`src/rtl/seq_detect_param.sv`:
```
// Serial pattern detector with a run-time loadable PAT_W-bit pattern, valid qualifier,
// selectable overlapping/non-overlapping matching and a saturating match counter.
//
// state | meaning
// IDLE  | no pattern loaded, input stream ignored
// HUNT  | pattern loaded, sampling in_bit on in_valid
module seq_detect_param #(
    parameter int PAT_W = 4,
    parameter int CNT_W = 8
) (
    input  logic             clk,
    input  logic             reset,
    input  logic             load,
    input  logic [PAT_W-1:0] pattern,
    input  logic             overlap,
    input  logic             in_valid,
    input  logic             in_bit,
    output logic             armed,
    output logic             match,
    output logic [CNT_W-1:0] match_count,
    output logic             count_sat
);

    localparam int FILL_W = $clog2(PAT_W + 1);
    localparam logic [FILL_W-1:0] FILL_FULL = FILL_W'(PAT_W);
    localparam logic [CNT_W-1:0] CNT_MAX = '1;

    typedef enum logic {IDLE, HUNT} state_t;

    state_t             state, state_n;
    logic [PAT_W-1:0]   pat_q, pat_n;
    logic [PAT_W-1:0]   hist, hist_n, hist_s;
    logic [FILL_W-1:0]  fill, fill_n, fill_s;
    logic [CNT_W-1:0]   cnt_n;
    logic               match_n;
    logic               sample;
    logic               hit;

    // load wins over a coincident valid bit, so that bit never reaches the history
    assign sample = (state == HUNT) && in_valid && !load;
    assign hist_s = {hist[PAT_W-2:0], in_bit};
    assign fill_s = (fill == FILL_FULL) ? FILL_FULL : fill + 1'b1;
    assign hit    = sample && (fill_s == FILL_FULL) && (hist_s == pat_q);
    assign armed  = (state == HUNT);

    always_ff @(posedge clk) begin
        if (reset) begin
            state       <= IDLE;
            pat_q       <= '0;
            hist        <= '0;
            fill        <= '0;
            match_count <= '0;
            match       <= 1'b0;
            count_sat   <= 1'b0;
        end else begin
            state       <= state_n;
            pat_q       <= pat_n;
            hist        <= hist_n;
            fill        <= fill_n;
            match_count <= cnt_n;
            match       <= match_n;
            count_sat   <= (cnt_n == CNT_MAX);
        end
    end

    always_comb begin
        state_n = state;
        pat_n   = pat_q;
        hist_n  = hist;
        fill_n  = fill;
        cnt_n   = match_count;
        match_n = 1'b0;
        if (load) begin
            state_n = HUNT;
            pat_n   = pattern;
            hist_n  = '0;
            fill_n  = '0;
            cnt_n   = '0;
        end else if (sample) begin
            hist_n  = hist_s;
            // non-overlapping mode demands PAT_W fresh bits after every hit
            fill_n  = (hit && !overlap) ? '0 : fill_s;
            match_n = hit;
            if (hit && (match_count != CNT_MAX))
                cnt_n = match_count + 1'b1;
        end
    end

endmodule

```
`config.mk`:
```
export PLATFORM = sky130hd
export DESIGN_NAME = seq_detect_param
export DESIGN_NICKNAME = d
export VERILOG_FILES = /design/src/rtl/seq_detect_param.sv
export SDC_FILE = /design/constraint.sdc
export NUM_CORES = 1
export LEC_CHECK = 0
export BUFFER_PORTS_ARGS = -buffer_cell sky130_fd_sc_hd__buf_2
export CORE_MARGIN = 3
export CORE_UTILIZATION = 56
export CTS_CLUSTER_DIAMETER = 50
export DETAILED_ROUTE_END_ITERATION = 6
export GPL_ROUTABILITY_DRIVEN = 1
export PLACE_DENSITY = 0.89
export SLEW_MARGIN = 5
export SYNTH_ARGS = -nofsm -noshare
export SYNTH_HDL_FRONTEND = slang
export SYNTH_SLANG_ARGS = --single-unit
```
`constraint.sdc`:
```
create_clock -name clk -period 3.1 [get_ports clk]
set_input_delay 0.155 -clock clk [delete_from_list [all_inputs] [get_ports clk]]
set_output_delay 0.155 -clock clk [all_outputs]
set_load 0.02 [all_outputs]
```
==> impl_metrics.env <==
export IMPL_synth_seq_area_share_pct=40.7
export IMPL_critical_path_class="flop to flop"
export IMPL_slew_headroom_pct=65.2
export IMPL_tightest_slew_ns=0.522
export IMPL_rsz0062_at_grt="no"
export IMPL_die_x_um=49.0
export IMPL_slowest_delay_ns=0.48
export IMPL_max_clock_path_buffers=2
export IMPL_reg2reg_slack_ns=1.02
export IMPL_synth_xor_area_share_pct=5.08
export IMPL_cp_max_fo=7
export IMPL_clock_sinks=21
export IMPL_yosys_top_cells_area="dfxtp_1 (41%), mux2i_1 (7.7%), nor2_1 (5.8%), nand2_1 (5.1%), xor2_1 (5.1%)"
export IMPL_synth_cell_types=36
export IMPL_finalPower_uw=454
export IMPL_holdPathStages=2
export IMPL_ys_flop_type="dfxtp_1"
export IMPL_syn_nets=127
export IMPL_die_area_mm2=0.00240
export IMPL_drive_gt1_share_pct=22.2
export IMPL_finalMaxSlewViolations=0
export IMPL_syn_area_mm2=0.00103
export IMPL_n_antenna_cell=0
export IMPL_grt_max_degree=16
export IMPL_path_clk_slew_ns=0.12
export IMPL_final_core_util_pct=73.3
export IMPL_wl_um=2190
export IMPL_hold_viol_final=0
export IMPL_synth_top_family_by_area="simple AND/OR/NAND/NOR gates"
export IMPL_core_area_mm2=0.00161
export IMPL_num_io_pins=21
export IMPL_comb_power_share_pct=7.9
export IMPL_setup_viol=0
export IMPL_start_util_pct=64.1
export IMPL_synth_edf_count=0
export IMPL_dp_cells=155
export IMPL_drtPass1Iterations=4
export IMPL_fillers=125
export IMPL_cts_resized=0
export IMPL_place_congestion=0.907
export IMPL_synthSimpleGateAreaFrac_pct=27.5
export IMPL_via_per_inst=5.93
export IMPL_crit_arrival_ns=2.33
export IMPL_grt_usage_pct=19.4
export IMPL_ys_ff_latch=21
export IMPL_crit_path_top_delay_cell="nor4_4"
export IMPL_syn_instance_count=114
export IMPL_wl_per_cell_um=13.7
export IMPL_r2r_cells=6
export IMPL_drc=0
export IMPL_fin_hold_ws_ns=0.0482
export IMPL_leakage_uw=0.000488
export IMPL_portBuffers=20
export IMPL_final_setup_skew_ns=0.00200
export IMPL_dieHeight_um=49.0
export IMPL_antenna_found_initial=0
export IMPL_setup_tns_ns=0
export IMPL_synth_fa_ha_area_share_pct=3.63
export IMPL_grt_pass1_vias=860
export IMPL_drv_cap=0
export IMPL_areaGrowthSynthToFinish_pct=14.3
export IMPL_synth_compound_area_share_pct=12.7
export IMPL_reg2reg_from="fill[1]"
export IMPL_clockRootBuffer="clkbuf_4"
export IMPL_final_nets=149
export IMPL_cp_start_kind="flop"
export IMPL_numCtsBuffers=3
export IMPL_swShare_pct=25.7
export IMPL_htreeDepth=1
export IMPL_synth_mux_area_share_pct=7.75
export IMPL_period_share_pct=67.0
export IMPL_cts_hold_buf=0
export IMPL_yosysWarnings=0
export IMPL_rr_endpoint="match_count[5]"
export IMPL_critPathBufInv=0
export IMPL_cp_top_family="simple AND/OR/NAND/NOR gates"
export IMPL_power_density_mw_per_mm2=384
export IMPL_clk_latency_ns=0.31
export IMPL_path_cells="ha_1, o211ai_2, nor4_4, nand4_4, or4_1, a21oi_1"
export IMPL_rows=14
export IMPL_vias=943
export IMPL_cts_tree="done"
export IMPL_avgSynthCellArea_um2=9.07
export IMPL_required_ns=3.35
export IMPL_grt_first_pass_wirelength_um=3610
export IMPL_grt_ovfl_total=0
export IMPL_cts_setup_buffers=0
export IMPL_synth_top_cell_by_area="dfxtp_1"
export IMPL_pwr_share_seq_pct=61.4
export IMPL_end_kind="flop"
export IMPL_clkPwrFrac_pct=30.7
export IMPL_synthArstFlopShare_pct=0
export IMPL_ant_nets=0
export IMPL_drt_iter0_drc=29
export IMPL_fmax_mhz=481
export IMPL_synth_top_cell_area_share_pct=40.7
export IMPL_p_int_uw=337
export IMPL_ir_drop_v=0.000350
export IMPL_outcome="finished clean"
export IMPL_layoutNonFillerInstCount=159
export IMPL_post_route_min_period_ns=2.08
export IMPL_dp_hpwl_um=1670
export IMPL_p_switching_uw=116
export IMPL_hp_start="reset"
export IMPL_min_to="pat_q[0]"
export IMPL_hp_class="input port to flop"
## per-layer routing
metal,global-route usage [%],wire length [um],vias to the layer above
li1,-,-,456
met2,33.7,1070,43
met4,7.11,30,0
met3,7.03,164,6
met5,0,0,-
met1,21.6,922,438
## metrics by stage
stage / cell area (um2) / setup slack, ns
6_report: 1180 / 1.02
3_5_place_dp: 1150 / 1.08
2_1_floorplan: 1030 / 1.24
5_1_grt: 1180 / 0.919
3_3_place_gp: 1150 / 1.17
4_1_cts: 1180 / 1.04
## synthesized netlist by cell type, types with 2 or more instances
| cell | instances |
|---|---|
| nand3_1 | 2 |
| dfxtp_1 | 21 |
| mux2i_1 | 8 |
| ha_1 | 3 |
| clkbuf_1 | 2 |
| a21oi_1 | 7 |
| and3_1 | 2 |
| nor2_1 | 16 |
| nand4_1 | 3 |
| nand2_1 | 14 |
| inv_1 | 4 |
| nor4b_1 | 2 |
| xor2_1 | 6 |
| a41oi_1 | 2 |
## worst max-delay path by stage
stage | start | end | slack (ns) | cells past startpoint
2_1_floorplan | armed | match_count[5] | 1.24 | 5
4_1_cts | fill[1] | match_count[5] | 1.04 | 6
5_1_grt | fill[1] | match_count[5] | 0.92 | 6
6_report | fill[1] | match_count[5] | 1.02 | 6
3_3_place_gp | fill[1] | match_count[5] | 1.17 | 6
3_5_place_dp | fill[1] | match_count[5] | 1.08 | 6
## final cells by class
cell class,instances,area [um2],share of cell area [%]
Multi-Input combinational cell,86,586,49.6
Timing Repair Buffer,20,100,8.47
Sequential cell,21,420,35.6
Inverter,4,15.0,1.27
Tap cell,24,30.0,2.54
Clock buffer,3,22.5,1.91
Clock inverter,1,7.51,0.636
## power by group through the flow
stage | clock (uW) | sequential, uW | combinational [uW]
CTS | 144 | 278 | 35.9
global placement | 0 | 284 | 34.4
finish | 139 | 279 | 35.9
floorplan | 0 | 285 | 23.4
detailed placement | 0 | 285 | 35.8
global route | 160 | 279 | 39.7
## cell usage in the layout, fill, tap and decap left out, types with 2 or more instances in the layout
cell and instances:
a21oi_1 7, a41oi_1 2, and3_1 2, buf_2 20, clkbuf_4 3, dfxtp_1 21
ha_1 3, inv_1 4, mux2i_1 8, nand2_1 14, nand3_1 2, nand4_1 3
nor2_1 16, nor4b_1 2, xor2_1 6
## state kept, by name (all words and copies together), names as in the netlist
| register | flops |
|---|---|
| hist | 3 |
| pat_q | 4 |
| armed | 1 |
| match | 1 |
| count_sat | 1 |
| fill | 3 |
| match_count | 8 |
## cells by family (layout without fill, tap and decap cells)
kind of cell | after synthesis | count (layout)
AOI/OAI and AO/OA | 18 | 18
xor gates and xnor gates | 6 | 6
and+or+nand+nor | 51 | 51
buffers and inverters | 7 | 28
DFF | 21 | 21
muxes | 8 | 8
adders and majority gates | 3 | 3
Power figures use the tool's default switching activity.
